`src/rtl/morphle_edge_seq.sv`:
```
`default_nettype none
// ============================================================================
//  Module   : morphle_edge_seq
//  Purpose  : Drives one edge column of ycfsm cells through their
//             return-to-empty handshake from a valid/ready request.
//  Revision : 1.0  initial release
// ============================================================================
module morphle_edge_seq #(
    parameter int WIDTH      = 8,
    parameter int SYNC       = 2,
    parameter int SETTLE     = 2,
    parameter int TIMEOUT    = 255,
    parameter int RST_CYCLES = 4
) (
    input  logic               clk,
    input  logic               nreset,
    input  logic               req_valid,
    output logic               req_ready,
    input  logic [WIDTH-1:0]   req_in,
    input  logic [WIDTH-1:0]   req_match,
    input  logic [WIDTH-1:0]   req_en,
    output logic               arr_reset,
    output logic [2*WIDTH-1:0] arr_in,
    output logic [2*WIDTH-1:0] arr_match,
    input  logic [2*WIDTH-1:0] arr_out,
    output logic               rsp_valid,
    input  logic               rsp_ready,
    output logic [WIDTH-1:0]   rsp_data,
    output logic [1:0]         rsp_err,
    output logic               busy
);

    // Last cycle index of each timed phase; SETTLE is expected to be >= 1.
    localparam logic [7:0] c_OUT_LAST = 8'(SYNC + SETTLE - 1);
    localparam logic [7:0] c_ME_LAST  = 8'(SETTLE - 1);
    localparam logic [7:0] c_TO_LAST  = 8'(TIMEOUT - 1);
    localparam logic [7:0] c_RST_LAST = 8'(RST_CYCLES - 1);

    localparam logic [1:0] c_EMPTY = 2'd0;
    localparam logic [1:0] c_V0    = 2'd1;
    localparam logic [1:0] c_V1    = 2'd2;
    localparam logic [1:0] c_ILL   = 2'd3;

    localparam logic [1:0] c_ERR_OK  = 2'd0;
    localparam logic [1:0] c_ERR_TO  = 2'd1;
    localparam logic [1:0] c_ERR_ILL = 2'd2;

    typedef enum logic [3:0] {
        S_RST      = 4'd0,
        S_IDLE     = 4'd1,
        S_WAIT_OUT = 4'd2,
        S_REL_M    = 4'd3,
        S_WAIT_ME  = 4'd4,
        S_REL_I    = 4'd5,
        S_WAIT_IE  = 4'd6,
        S_RESP     = 4'd7
    } state_t;

    state_t             state_q, state_d;
    logic [7:0]         cnt_q, cnt_d;
    logic [WIDTH-1:0]   en_q, en_d;
    logic               pend_q, pend_d;
    logic [2*WIDTH-1:0] sync_q [SYNC];

    logic               arr_reset_q, arr_reset_d;
    logic [2*WIDTH-1:0] arr_in_q, arr_in_d;
    logic [2*WIDTH-1:0] arr_match_q, arr_match_d;
    logic               req_ready_q, req_ready_d;
    logic               rsp_valid_q, rsp_valid_d;
    logic [WIDTH-1:0]   rsp_data_q, rsp_data_d;
    logic [1:0]         rsp_err_q, rsp_err_d;
    logic               busy_q, busy_d;

    logic [WIDTH-1:0]   w_lane_ok, w_lane_empty, w_lane_ill, w_lane_v1;
    logic [2*WIDTH-1:0] w_in_enc, w_match_enc;
    logic               w_fail;
    logic [1:0]         w_fail_code;

    always_ff @(posedge clk or negedge nreset) begin
        if (!nreset) begin
            for (int s = 0; s < SYNC; s++) begin
                sync_q[s] <= '0;
            end
        end else begin
            sync_q[0] <= arr_out;
            for (int s = 1; s < SYNC; s++) begin
                sync_q[s] <= sync_q[s-1];
            end
        end
    end

    // Per-lane decode: disabled lanes always look "done" and never illegal.
    for (genvar i = 0; i < WIDTH; i++) begin : g_lane
        logic [1:0] w_code;
        assign w_code          = sync_q[SYNC-1][2*i +: 2];
        assign w_lane_ok[i]    = !en_q[i] || (w_code == c_V0) || (w_code == c_V1);
        assign w_lane_empty[i] = !en_q[i] || (w_code == c_EMPTY);
        assign w_lane_ill[i]   = en_q[i] && (w_code == c_ILL);
        assign w_lane_v1[i]    = en_q[i] && (w_code == c_V1);
        assign w_in_enc[2*i +: 2]    = !req_en[i] ? c_EMPTY : (req_in[i]    ? c_V1 : c_V0);
        assign w_match_enc[2*i +: 2] = !req_en[i] ? c_EMPTY : (req_match[i] ? c_V1 : c_V0);
    end

    always_comb begin
        state_d     = state_q;
        cnt_d       = (cnt_q == 8'hFF) ? cnt_q : cnt_q + 8'd1;
        en_d        = en_q;
        pend_d      = pend_q;
        arr_in_d    = arr_in_q;
        arr_match_d = arr_match_q;
        rsp_valid_d = rsp_valid_q;
        rsp_data_d  = rsp_data_q;
        rsp_err_d   = rsp_err_q;
        w_fail      = 1'b0;
        w_fail_code = c_ERR_OK;

        case (state_q)
            S_RST: begin
                if (cnt_q >= c_RST_LAST) begin
                    cnt_d = 8'd0;
                    if (pend_q) begin
                        state_d     = S_RESP;
                        rsp_valid_d = 1'b1;
                        pend_d      = 1'b0;
                    end else begin
                        state_d = S_IDLE;
                    end
                end
            end
            S_IDLE: begin
                if (req_valid && req_ready_q) begin
                    en_d       = req_en;
                    rsp_data_d = '0;
                    rsp_err_d  = c_ERR_OK;
                    cnt_d      = 8'd0;
                    if (req_en == '0) begin
                        state_d     = S_RESP;
                        rsp_valid_d = 1'b1;
                    end else begin
                        state_d     = S_WAIT_OUT;
                        arr_in_d    = w_in_enc;
                        arr_match_d = w_match_enc;
                    end
                end
            end
            S_WAIT_OUT: begin
                if (|w_lane_ill) begin
                    w_fail      = 1'b1;
                    w_fail_code = c_ERR_ILL;
                end else if (cnt_q >= c_OUT_LAST && &w_lane_ok) begin
                    rsp_data_d  = w_lane_v1;
                    arr_match_d = '0;
                    state_d     = S_REL_M;
                end else if (cnt_q == c_TO_LAST) begin
                    w_fail      = 1'b1;
                    w_fail_code = c_ERR_TO;
                end
            end
            S_REL_M: begin
                state_d = S_WAIT_ME;
                cnt_d   = 8'd0;
            end
            S_WAIT_ME: begin
                if (cnt_q >= c_ME_LAST) begin
                    arr_in_d = '0;
                    state_d  = S_REL_I;
                end
            end
            S_REL_I: begin
                state_d = S_WAIT_IE;
                cnt_d   = 8'd0;
            end
            S_WAIT_IE: begin
                if (cnt_q >= c_OUT_LAST && &w_lane_empty) begin
                    state_d     = S_RESP;
                    rsp_valid_d = 1'b1;
                end else if (cnt_q == c_TO_LAST) begin
                    w_fail      = 1'b1;
                    w_fail_code = c_ERR_TO;
                end
            end
            S_RESP: begin
                if (rsp_ready) begin
                    rsp_valid_d = 1'b0;
                    state_d     = S_IDLE;
                end
            end
            default: begin
                state_d = S_RST;
                cnt_d   = 8'd0;
            end
        endcase

        // Errors pulse the array reset before the response is offered.
        if (w_fail) begin
            state_d     = S_RST;
            cnt_d       = 8'd0;
            arr_in_d    = '0;
            arr_match_d = '0;
            rsp_data_d  = '0;
            rsp_err_d   = w_fail_code;
            pend_d      = 1'b1;
        end

        arr_reset_d = (state_d == S_RST);
        req_ready_d = (state_d == S_IDLE);
        busy_d      = (state_d != S_IDLE);
    end

    always_ff @(posedge clk or negedge nreset) begin
        if (!nreset) begin
            state_q     <= S_RST;
            cnt_q       <= 8'd0;
            en_q        <= '0;
            pend_q      <= 1'b0;
            arr_reset_q <= 1'b1;
            arr_in_q    <= '0;
            arr_match_q <= '0;
            req_ready_q <= 1'b0;
            rsp_valid_q <= 1'b0;
            rsp_data_q  <= '0;
            rsp_err_q   <= c_ERR_OK;
            busy_q      <= 1'b1;
        end else begin
            state_q     <= state_d;
            cnt_q       <= cnt_d;
            en_q        <= en_d;
            pend_q      <= pend_d;
            arr_reset_q <= arr_reset_d;
            arr_in_q    <= arr_in_d;
            arr_match_q <= arr_match_d;
            req_ready_q <= req_ready_d;
            rsp_valid_q <= rsp_valid_d;
            rsp_data_q  <= rsp_data_d;
            rsp_err_q   <= rsp_err_d;
            busy_q      <= busy_d;
        end
    end

    assign arr_reset = arr_reset_q;
    assign arr_in    = arr_in_q;
    assign arr_match = arr_match_q;
    assign req_ready = req_ready_q;
    assign rsp_valid = rsp_valid_q;
    assign rsp_data  = rsp_data_q;
    assign rsp_err   = rsp_err_q;
    assign busy      = busy_q;

endmodule
`default_nettype wire

```
`config.mk`:
```
export PLATFORM = sky130hd
export DESIGN_NAME = morphle_edge_seq
export DESIGN_NICKNAME = d
export VERILOG_FILES = /design/src/rtl/morphle_edge_seq.sv
export SDC_FILE = /design/constraint.sdc
export NUM_CORES = 1
export LEC_CHECK = 0
export BUFFER_PORTS_ARGS = -buffer_cell sky130_fd_sc_hd__buf_4
export CAP_MARGIN = 20
export CORE_MARGIN = 2
export CORE_UTILIZATION = 45
export CTS_BUF_LIST = sky130_fd_sc_hd__clkbuf_8
export DETAILED_ROUTE_END_ITERATION = 8
export PLACE_DENSITY = 0.72
export SLEW_MARGIN = 20
export SYNTH_ARGS = -nofsm -noshare
export SYNTH_HDL_FRONTEND = slang
export SYNTH_SLANG_ARGS = --single-unit
```
`constraint.sdc`:
```
create_clock -name clk -period 2.5 [get_ports clk]
set_clock_uncertainty 0.1 [all_clocks]
set_input_delay 0 -clock clk [delete_from_list [all_inputs] [get_ports clk]]
set_output_delay 0 -clock clk [all_outputs]
set_load 0.005 [all_outputs]
```
* Yosys cells after proc, flatten, opt, wreduce, memory -nomap -nowiden
Index checks and enable logic that the tools add are counted.
** Word-level totals
- Input bits :: 44
- Word-level logic and storage cells :: 230
- Bits in registers :: 99
** Cells by class
- Eq/ne operators :: 46
- $lt $le $gt $ge :: 2
- Multiplexer cells :: 87
- $add $sub $neg :: 1
- Reductions and logical operators :: 80
** Operators with widths (count)
- 16-bit two-way mux :: 9
- 2-bit two-way mux :: 36
- 8-bit two-way mux :: 8
- 16-bit one-hot mux with 2 select lines :: 2
- 2-bit == test (second input constant) :: 16
- 4-bit two-way mux :: 8
- 4-bit one-hot mux with 8 select lines :: 1
- 1-bit logical OR :: 24
- 8-bit one-hot mux with 3 select lines :: 1
- 1-bit logical AND :: 19
- 2-bit by 1-bit == test with 1-bit output (second input constant) :: 8
- 4-bit by 3-bit == test with 1-bit output (second input constant) :: 4
- 8-bit == test (second input constant) :: 2
- 2-bit logical NOT :: 8
- 1-bit two-way mux :: 16
- 8-bit one-hot mux with 2 select lines :: 1
- 8-bit AND reduction :: 2
- 3-bit inequality test (second input constant) :: 5
- 2-bit inequality test (second input constant) :: 6
- 8-bit by 1-bit adder with 8-bit output (second input constant) :: 1
- 4-bit by 1-bit == test with 1-bit output (second input constant) :: 2
- 4-bit by 2-bit == test with 1-bit output (second input constant) :: 2
- 8-bit by 1-bit greater-or-equal comparator with 1-bit output (second input constant) :: 1
- 8-bit by 2-bit greater-or-equal comparator with 1-bit output (second input constant) :: 1
- 17 further kinds :: 33

* Depth between registers and ports, before layout
Gate-level depths: netlist of run 1.
- Word-level depth :: 10
- Mapped depth :: 9
- Mapped depth without buffers :: 8

* Worst setup path before layout of run 1
OpenSTA, ideal clock, no wires.
- Path kind :: register to register
- Start :: reg cnt_q[4]
- End :: reg arr_match_q[10], in the netlist arr_match[10]
- Arrival time :: 2.499 ns
- Path buffers :: 2
- Path slack :: -0.224 ns
- Required time :: 2.275 ns
- Cell stages (with the launch flop) :: 9
- Period minus slack after synthesis :: 2.724 ns
- Path through :: dfrtp_1 -> or4_1 -> or4_1 -> buf_2 -> a311o_1 -> o211ai_4 -> nor2_4 -> buf_6 -> mux2_4
** Between the ends
- Longest elaborated chain between the ends :: 7
- Elaborated cells on any way between the ends :: 16
- Those cells by class :: order compare: 1; eq/ne: 5; mux: 6; reduce/logical: 4
** Ends and longest elaborated chain
- from (decl) :: line 60 : logic [7:0] cnt_q, cnt_d;
- from (signal assigned) :: line 226 : cnt_q <= cnt_d;
- 8-bit by 2-bit greater-or-equal comparator with 1-bit output / 8-bit == test (equally long branches)
- 1-bit logical AND / 1-bit two-way mux (equally long branches) :: line 150, 154, 177
- 1-bit two-way mux :: line 150 : end else if (cnt_q >= c_OUT_LAST && &w_lane_ok) begin
- 1-bit two-way mux :: line 147 : if (|w_lane_ill) begin
- 1-bit one-hot mux with 2 select lines :: line 117 : case (state_q)
- 3-bit inequality test (no source line) / 3-bit nonzero test (equally long branches)
- 5-bit AND reduction (no source line)
- to (signal assigned) :: line 231 : arr_match_q <= arr_match_d;
- to (decl) :: line 67 : logic [2*WIDTH-1:0] arr_match_q, arr_match_d;
Several ways; a longest one is shown, not always the timed one.
A chain may end at the register's enable or synchronous reset.

* Final worst setup path of run 1
- Start :: reg cnt_q[6]
- End :: reg arr_match_q[10], in the netlist arr_match[10]
Same word-level chain as after synthesis.

==> reports/results.txt, run 1 <==
The detail route stage leaves a number of antenna-violating nets equal to 0. Counting flops with a built-in enable in the synthesized netlist gives 0. The power density relative to cell area came out at 791 nW/um2. The run gives 50 as the count of distinct cell types in the synthesized netlist.

The upper clock frequency limit was 370 MHz. The die width was 101 um; the transition time of the tightest slew-check pin was 0.662 ns. The routed length per placed instance is 18.2 um, and the boundary pin count is 90. Synthesized area per cell: 11.4 um2.

The logs give 0 for the antenna cell count and 0.00513 W for the total power. Most frequently used cell type in the post-synthesis netlist: sky130_fd_sc_hd__dfrtp_1. For the final setup slack of the worst path, the log shows -0.204 ns.

The number of input and output port buffers inserted works out to 89. The largest individual stage delay along the critical path comes from the cell sky130_fd_sc_hd__or4_4. The tools report the detailed placer's ending HPWL as 7720 um. Setup repair after global routing could not meet its margin everywhere. The height of the die was 101 um; the maximum count of clock buffers along a single path was 2.

The kind of start point of the critical path is a flop. The die covers 10,200 um2. Entering global routing, the biggest net connects 60 pins.

Along the worst path, the maximum fanout reaches 16. The iteration count of the initial detailed-routing pass came out at 5. Kind of critical path: flop to flop. In this run the number of H-tree levels came out at 3.

Routability-driven placement finished with a final weighted congestion of 0.884. The tools report the category of the worst setup path capture point as a flop. The kind of path behind the tightest hold check is input pin to asynchronous set/reset pin. The register bit count reported by yosys was 99. Data arrives at the worst endpoint at 2.86 ns. Synthesis produced 368 cells.

Clock-pin slew was measured on the worst setup and hold paths at 0.11 ns. Counting the buffers created by CTS gives 9. The filler cells instantiated in the layout total 587.

Total wire length: 12,500 um. The run gives 445 uV as the worst voltage drop across the vdd grid. The starting density of the core was 0.460. The count of clock tree sinks is 99. The routed layout has 3,872 vias. The tools report the number of global-route vias before repair as 3,913. The first global-routing pass estimated 19,200 um of wire.

In this run the static leakage power is 3.10 nW. The tools report the max-capacitance violation count as 0. The post-synthesis instance area is 4210 um2, and the residual DRC count is 0.

Most instantiated flip-flop cell in the synthesis netlist: sky130_fd_sc_hd__dfrtp_1. The proportion of netlist area held by the largest area contributor is 0.576, and the share of the clock period used by the worst path is 1.08. The worst path in the final design needs a cycle of 2.70 ns, including I/O delays and setup. Async set-reset flop share out of synthesis: 1.00. Ranked by instance count, the synthesized netlist is headed by sky130_fd_sc_hd__dfrtp_1 (97), sky130_fd_sc_hd__nand2_1 (48), sky130_fd_sc_hd__nand3_1 (21), sky130_fd_sc_hd__nor2_1 (21), sky130_fd_sc_hd__a21oi_1 (13). The delay of the slowest critical-path stage came out at 0.57 ns.

Synthesis produced a netlist with a net count of 416. For this run the aggregate overflow at the end of global routing stands at 0. For the worst-skew pair, the clock arrives at the later sink with an insertion delay of 0.36 ns. The run gives 0 as the number of slew-limit violations in the final report.

The total number of yosys warnings was 0. TritonCTS built the clock tree. Total routing usage reported by global routing: 0.246. The number of vias per cell after detailed routing is 5.66, and the sequential cell area fraction in the yosys report is 0.589.

Excluding fillers, the count of instances in the completed layout stands at 684. The logs give 0 for the count of endpoints failing hold in the final timing report and 297 for the detailed router's first-iteration violation count. The final number of setup-violating endpoints came out at 49. The layout overhead on the synthesized area is 54.0%.

The fraction of layout cells with a size suffix above 1 came out at 0.421. After the last flow step, the layout net total stands at 616. Number of antenna violations at the first check in global routing: 0. The checks that failed: setup timing. The multi-input combinational cell area was 1870 um2. sky130_fd_sc_hd__dfrtp_1 takes more of the synthesized area than any other cell.

Counting tap cells, the placed design contains a total of 612 instances. For the worst setup path, the data required time is 2.66 ns. Registers take 2480 um2. The worst slew margin relative to its limit is 0.554. The tree is rooted in a sky130_fd_sc_hd__clkbuf_8.

The run finished, with violations left. The critical path goes through or4_4 > or4_4 > a311o_1 > o211ai_4 > buf_12 > nor2_4 > buf_12 > mux2_4. The floorplan has 35 rows. In the post-synthesis netlist, the biggest area contributors are sky130_fd_sc_hd__dfrtp_1 (58%), sky130_fd_sc_hd__nand2_1 (4.3%), sky130_fd_sc_hd__mux2_4 (3.6%), sky130_fd_sc_hd__nand3_1 (2.5%), sky130_fd_sc_hd__a32o_1 (1.9%). The placeable core region came out at 9150 um2.
## critical path, delay by kind of cell (launching register included)
| family | cells | cell delay, ns |
|---|---|---|
| AO/OA/AOI/OAI | 2 | 0.42 |
| buffers and inverters | 2 | 0.31 |
| flip-flops | 1 | 0.40 |
| AND/OR/NAND/NOR | 3 | 1.05 |
| multiplexers | 1 | 0.30 |
## registers in the layout, indices dropped and copies added, names as in the netlist
name,cells
arr_in,16
arr_match,16
arr_reset,1
busy,1
cnt_q,8
en_q,8
g_lane.w_code,16
pend_q,1
req_ready,1
rsp_data,8
rsp_err,2
rsp_valid,1
state_q,4
sync_q,16
## final cells by class
class | instances | share of cell area
flip-flops and latches | 99 | 0.382
well taps | 111 | 0.0214
clock inverters | 5 | 0.0110
inverters | 7 | 0.00405
repair buffers | 203 | 0.269
multi-input cells | 248 | 0.289
clock buffers | 11 | 0.0233
## placed cells by master, fill, tap and decap left out, types with 5 or more instances in the layout
cell                              n
sky130_fd_sc_hd__buf_4          149
sky130_fd_sc_hd__dfrtp_1         97
sky130_fd_sc_hd__nand2_1         48
sky130_fd_sc_hd__dlygate4sd3_1   41
sky130_fd_sc_hd__nand3_1         20
sky130_fd_sc_hd__nor2_1          17
sky130_fd_sc_hd__clkbuf_8        11
sky130_fd_sc_hd__o21ai_0         10
sky130_fd_sc_hd__mux2_4          10
sky130_fd_sc_hd__and3_1           9
sky130_fd_sc_hd__nor3b_1          8
sky130_fd_sc_hd__a21oi_2          8
sky130_fd_sc_hd__a32o_1           8
sky130_fd_sc_hd__and3b_1          8
sky130_fd_sc_hd__inv_1            7
sky130_fd_sc_hd__nor3_1           7
sky130_fd_sc_hd__nand4_1          7
sky130_fd_sc_hd__or4_4            7
sky130_fd_sc_hd__mux2_2           7
sky130_fd_sc_hd__nor2_2           5
sky130_fd_sc_hd__o2bb2ai_2        5
sky130_fd_sc_hd__buf_6            5
## what timing repair did
item,4_1_cts,5_1_grt
gates cloned,1,1
pin swaps,5,15
endpoints found under the setup margin,49,57
resized for setup,18,44
hold endpoints to repair,154,0
buffers inserted,8,6
hold buffers,41,0
## through the flow
stage	setup TNS, ns	instance area [um2]	worst slack [ns]	hold slack, ns	utilization
floorplan	-3.26	4230	-0.181	-0.396	-
global placement	-11.80	5420	-0.397	-0.0911	0.592
detailed placement	-11.08	5420	-0.356	-0.0772	0.592
CTS	-3.56	6250	-0.141	0.0617	0.683
global route	-8.47	6490	-0.238	0.0864	0.709
finish	-6.16	6490	-0.204	0.0371	0.709
## cell families (layout without fill, tap and decap cells)
| logic type | count (synthesis) | after routing | share of synthesized area |
|---|---|---|---|
| other | 1 | 1 | 0.000890 |
| adders and majority gates | 5 | 5 | 0.0143 |
| AOI/OAI and AO/OA | 66 | 66 | 0.116 |
| muxes | 18 | 18 | 0.0567 |
| buffers and inverters | 21 | 226 | 0.0226 |
| and+or+nand+nor | 153 | 153 | 0.190 |
| xor gates and xnor gates | 5 | 5 | 0.0104 |
| DFF | 99 | 99 | 0.589 |
## report_power, final
part	total, W	switching [W]	internal [W]	leakage, nW
registers	0.00216	0.000257	0.00190	1.28
clock network	0.00111	0.000576	0.000531	0.109
logic	0.00187	0.000814	0.00105	1.71
## metal layers
| metal | vias up | track usage | wire, um |
|---|---|---|---|
| met5 | - | 0 | 0 |
| met4 | 0 | 0.109 | 429 |
| met3 | 39 | 0.0492 | 591 |
| met2 | 149 | 0.410 | 6460 |
| met1 | 1948 | 0.313 | 4980 |
| li1 | 1736 | - | - |
## worst paths after layout
path / startpoint / endpoint / slack (ns) / depth (start not counted)
max in group asynchronous: nreset / rsp_data[6] / 1.56 / 3
max: cnt_q[6] / arr_match[10] / -0.20 / 8
max reg2reg: cnt_q[6] / arr_match[10] / -0.20 / 8
min reg2reg: sync_q[31] / g_lane[7].w_code[1] / 0.25 / 0
min: nreset / arr_match[5] / 0.04 / 2
min in group clk: rsp_ready / state_q[1] / 0.15 / 5
No activity file was read; power rests on OpenSTA's default activity.
==> inputs of run 2 (changes only) <==
--- a/config.mk
+++ b/config.mk
@@ -12,6 +12,7 @@
 export CTS_BUF_LIST = sky130_fd_sc_hd__clkbuf_8
 export DETAILED_ROUTE_END_ITERATION = 8
 export PLACE_DENSITY = 0.72
+export RECOVER_POWER = 25
 export SLEW_MARGIN = 20
 export SYNTH_ARGS = -nofsm -noshare
 export SYNTH_HDL_FRONTEND = slang
==> run 2 against run 1 <==
Compared with the run above: the run still ends with setup timing left; flip-flop and latch count unchanged; via count fell by 0.36%; total power hardly changed; critical endpoint unchanged; largest power group unchanged.
==> reports/results.txt, run 2 (synthesis gave the netlist of run 1 again) <==
The total power was 0.00513 W (about the same). The flow ran to the end, but the final reports show violations. The number of input and output port buffers inserted was 89 (unchanged); the number of global-route vias before repair was 3,913 (unchanged).

The worst hold margin is 0.145 ns (was 0.0371 ns). For the count of clock tree sinks, the log shows 99 (unchanged). Starting density of the core: 0.460 (unchanged).

The number of antenna violations at the first check in global routing came out at 0 (unchanged). The hold path startpoint is rsp_ready. For the critical path required time, the log shows 2.67 ns (was 2.66 ns). The slack of the worst reg-to-reg path is -0.21 ns (was -0.20 ns). Setup repair after global routing could not meet its margin everywhere.

The share of the clock period used by the worst path was 1.09 (was 1.08). Commonest cells after routing, fill and taps aside: sky130_fd_sc_hd__buf_4 (132), sky130_fd_sc_hd__dfrtp_1 (97), sky130_fd_sc_hd__nand2_1 (48) (was sky130_fd_sc_hd__buf_4 (149), sky130_fd_sc_hd__dfrtp_1 (97), sky130_fd_sc_hd__nand2_1 (48)). The post-route minimum period is 2.71 ns (was 2.70 ns). Critical path's top delay family: simple AND/OR/NAND/NOR gates (unchanged). The path with the worst hold slack has its endpoint at state_q[1]. Source-to-sink clock delay at the later pin of the worst-skew pair: 0.37 ns (was 0.36 ns). The kind of path behind the tightest hold check is input pin to flop (was input pin to asynchronous set/reset pin). The run gives 19,200 um (unchanged) as the first-pass GRT wire length. The run gives 2.88 ns (was 2.86 ns) as the data arrival time of the critical path. Cell breakdown of the critical path: or4_4 > or4_4 > a311o_1 > o211ai_4 > buf_12 > nor2_4 > buf_12 > mux2_4 (unchanged). Residual DRC count: 0 (unchanged).

The proportion of power drawn by combinational gates was 0.363 (was 0.364). The run gives 3,858 (was 3,872) as the count of vias placed by the detailed router. The clock transition at the registers of the reported paths is 0.10 ns (was 0.11 ns). Fraction of met2 tracks used by global routing: 0.410 (unchanged). The worst voltage drop across the vdd grid came out at 449 uV (was 445 uV). The area taken by flip-flops and latches is 2480 um2 (unchanged).

The global placement routability congestion was 0.884 (unchanged). The met1 track utilization from global routing came out at 0.313 (unchanged). The placeable core region is 9150 um2 (unchanged).

The fraction of layout cells with a size suffix above 1 is 0.421 (unchanged). The number of routed nets with antenna violations came out at 0 (unchanged). The run gives 0.421 (about the same) as the share of total power in sequential cells.

Most used routing layer: met2 (unchanged). The met3 track demand over resource in global routing came out at 0.0492 (unchanged). The maximum net fanout on the critical path was 16 (unchanged); the number of slew-limit violations in the final report was 0 (unchanged). The tools report the boundary pin count as 90 (unchanged).

The transition time of the tightest slew-check pin was 1.05 ns (was 0.662 ns); the detailed placer's ending HPWL was 7720 um (unchanged). For the total CTS buffers, the log shows 9 (unchanged). The total overflow reported by the global router is 0 (unchanged), and the height of the die is 101 um (unchanged). The routed length per placed instance is 18.2 um (about the same). The tools report the internal power summed over all cells as 0.00348 W (about the same). For the site row count, the log shows 35 (unchanged). The run gives 60 (unchanged) as the maximum number of pins on one net before global-route repair.

Antenna cell count: 0 (unchanged). Kind of start point of the critical path: a flop (unchanged). For the total wire length, the log shows 12,400 um (was 12,500 um). The worst hold path was traced through 5 stages. The multi-input combinational cell area came out at 1870 um2 (unchanged). For the H-tree level count, the log shows 3 (unchanged). The die width came out at 101 um (unchanged).

Category of the worst setup path capture point: a flop (unchanged). The run gives 2 (unchanged) as the maximum count of clock buffers along a single path. The kind of critical path was flop to flop (unchanged).

The number of vias per cell after detailed routing was 5.64 (was 5.66); the switching fraction of total power was 0.322 (was 0.321). Layout overhead on the synthesized area: 53.9% (was 54.0%). Violated checks: setup timing (unchanged). Total routing usage reported by global routing: 0.246 (unchanged). The switching power of the nets is 0.00165 W (about the same). The cell at the root of the clock tree is sky130_fd_sc_hd__clkbuf_8 (unchanged). The tools report the endpoint of the lowest-slack register-to-register path as arr_match[10] (unchanged). The area of the die is 10,200 um2 (unchanged). The depth of the worst register-to-register path was 8 (unchanged). The number of buffers and inverters on the critical path was 2 (unchanged); the power density relative to cell area was 791 nW/um2 (about the same).

Critical path's slowest cell: sky130_fd_sc_hd__or4_4 (unchanged). The delay of the slowest critical-path stage works out to 0.57 ns (about the same). The max-capacitance violation count was 0 (unchanged). The tools report the worst flop-to-flop path startpoint as cnt_q[6] (unchanged).

The iteration count of the initial detailed-routing pass was 4 (was 5). The final setup slack of the worst path came out at -0.213 ns (was -0.204 ns). TritonCTS built the clock tree. The static power due to leakage came out at 3.10 nW (about the same).

The run gives 0 (unchanged) as the count of endpoints failing hold in the final timing report. The detailed router's first-iteration violation count is 311 (was 297), and the number of nets in the layout is 616 (unchanged). The upper clock frequency limit was 369 MHz (was 370 MHz); the final number of setup-violating endpoints was 49 (unchanged). The run gives 0.299 (was 0.554) as the worst slew margin relative to its limit. The most frequent standard cell in the layout excluding fill and tap cells is sky130_fd_sc_hd__buf_4 (unchanged). Fraction of power consumed by the clock network: 0.217 (was 0.216). The number of inserted filler cells in the final layout is 588 (was 587).
## run 2: changes by cell type in the layout (fill, tap and decap cells not counted), sizes merged
| cell | change |
|---|---|
| clkbuf | +17 |
| buf | -17 |
## run 2: power groups by stage
stage,sequential [W],combinational (W),clock [W]
finish,0.00216,0.00186,0.00111
global route,0.00220,0.00201,0.00120
global placement,0.00215,0.00153,0
floorplan,0.00212,0.000747,0
detailed placement,0.00216,0.00159,0
CTS,0.00214,0.00170,0.00111
## run 2: metrics by stage
step | area (um2) | setup slack, ns | setup TNS, ns | util | instances
3_3_place_gp | 5420 | -0.397 | -11.80 | 0.592 | 612
3_5_place_dp | 5420 | -0.356 | -11.08 | 0.592 | 612
4_1_cts | 6250 | -0.141 | -3.56 | 0.683 | 677
2_1_floorplan | 4230 | -0.181 | -3.26 | - | 368
5_1_grt | 6480 | -0.238 | -8.47 | 0.709 | 684
6_report | 6480 | -0.213 | -6.75 | 0.709 | 684
## run 2: cell type report
class / count / area share
Clock inverter: 5 / 0.0110
Sequential cell: 99 / 0.382
Inverter: 7 / 0.00405
Clock buffer: 11 / 0.0233
Multi-Input combinational cell: 248 / 0.289
Tap cell: 111 / 0.0214
Timing Repair Buffer: 203 / 0.269
## run 2: worst max path at each step
stage,from,cells past startpoint,slack [ns],end
floorplan,cnt_q[5],8,-0.18,arr_match[10]
global placement,en_q[7],7,-0.40,arr_in[15]
detailed placement,en_q[7],7,-0.36,arr_in[12]
CTS,cnt_q[6],8,-0.14,arr_match[10]
global route,cnt_q[6],8,-0.24,arr_match[9]
finish,cnt_q[6],8,-0.21,arr_match[10]
## run 2: tightest hold or removal path: cells and delay by family
| family | cells | cell delay (ns) |
|---|---|---|
| AOI/OAI and AO/OA | 3 | 0.45 |
| buffers and inverters | 1 | 0.09 |
| and+or+nand+nor | 1 | 0.04 |
## run 2: routing by layer
metal  vias up  part of all wire
met5         -                 0
met4         0             0.034
met3        37             0.046
met2       144              0.52
met1      1940              0.40
li1       1737                 -
## run 2: timing repair
item                                    in CTS  in global routing
setup buffers                                8                  6
resized for setup                           18                 44
hold buffers                                41                  0
endpoints found under the setup margin      49                 57
cloned                                       1                  1
endpoints found under the hold margin      154                  0
pin swaps                                    5                 15
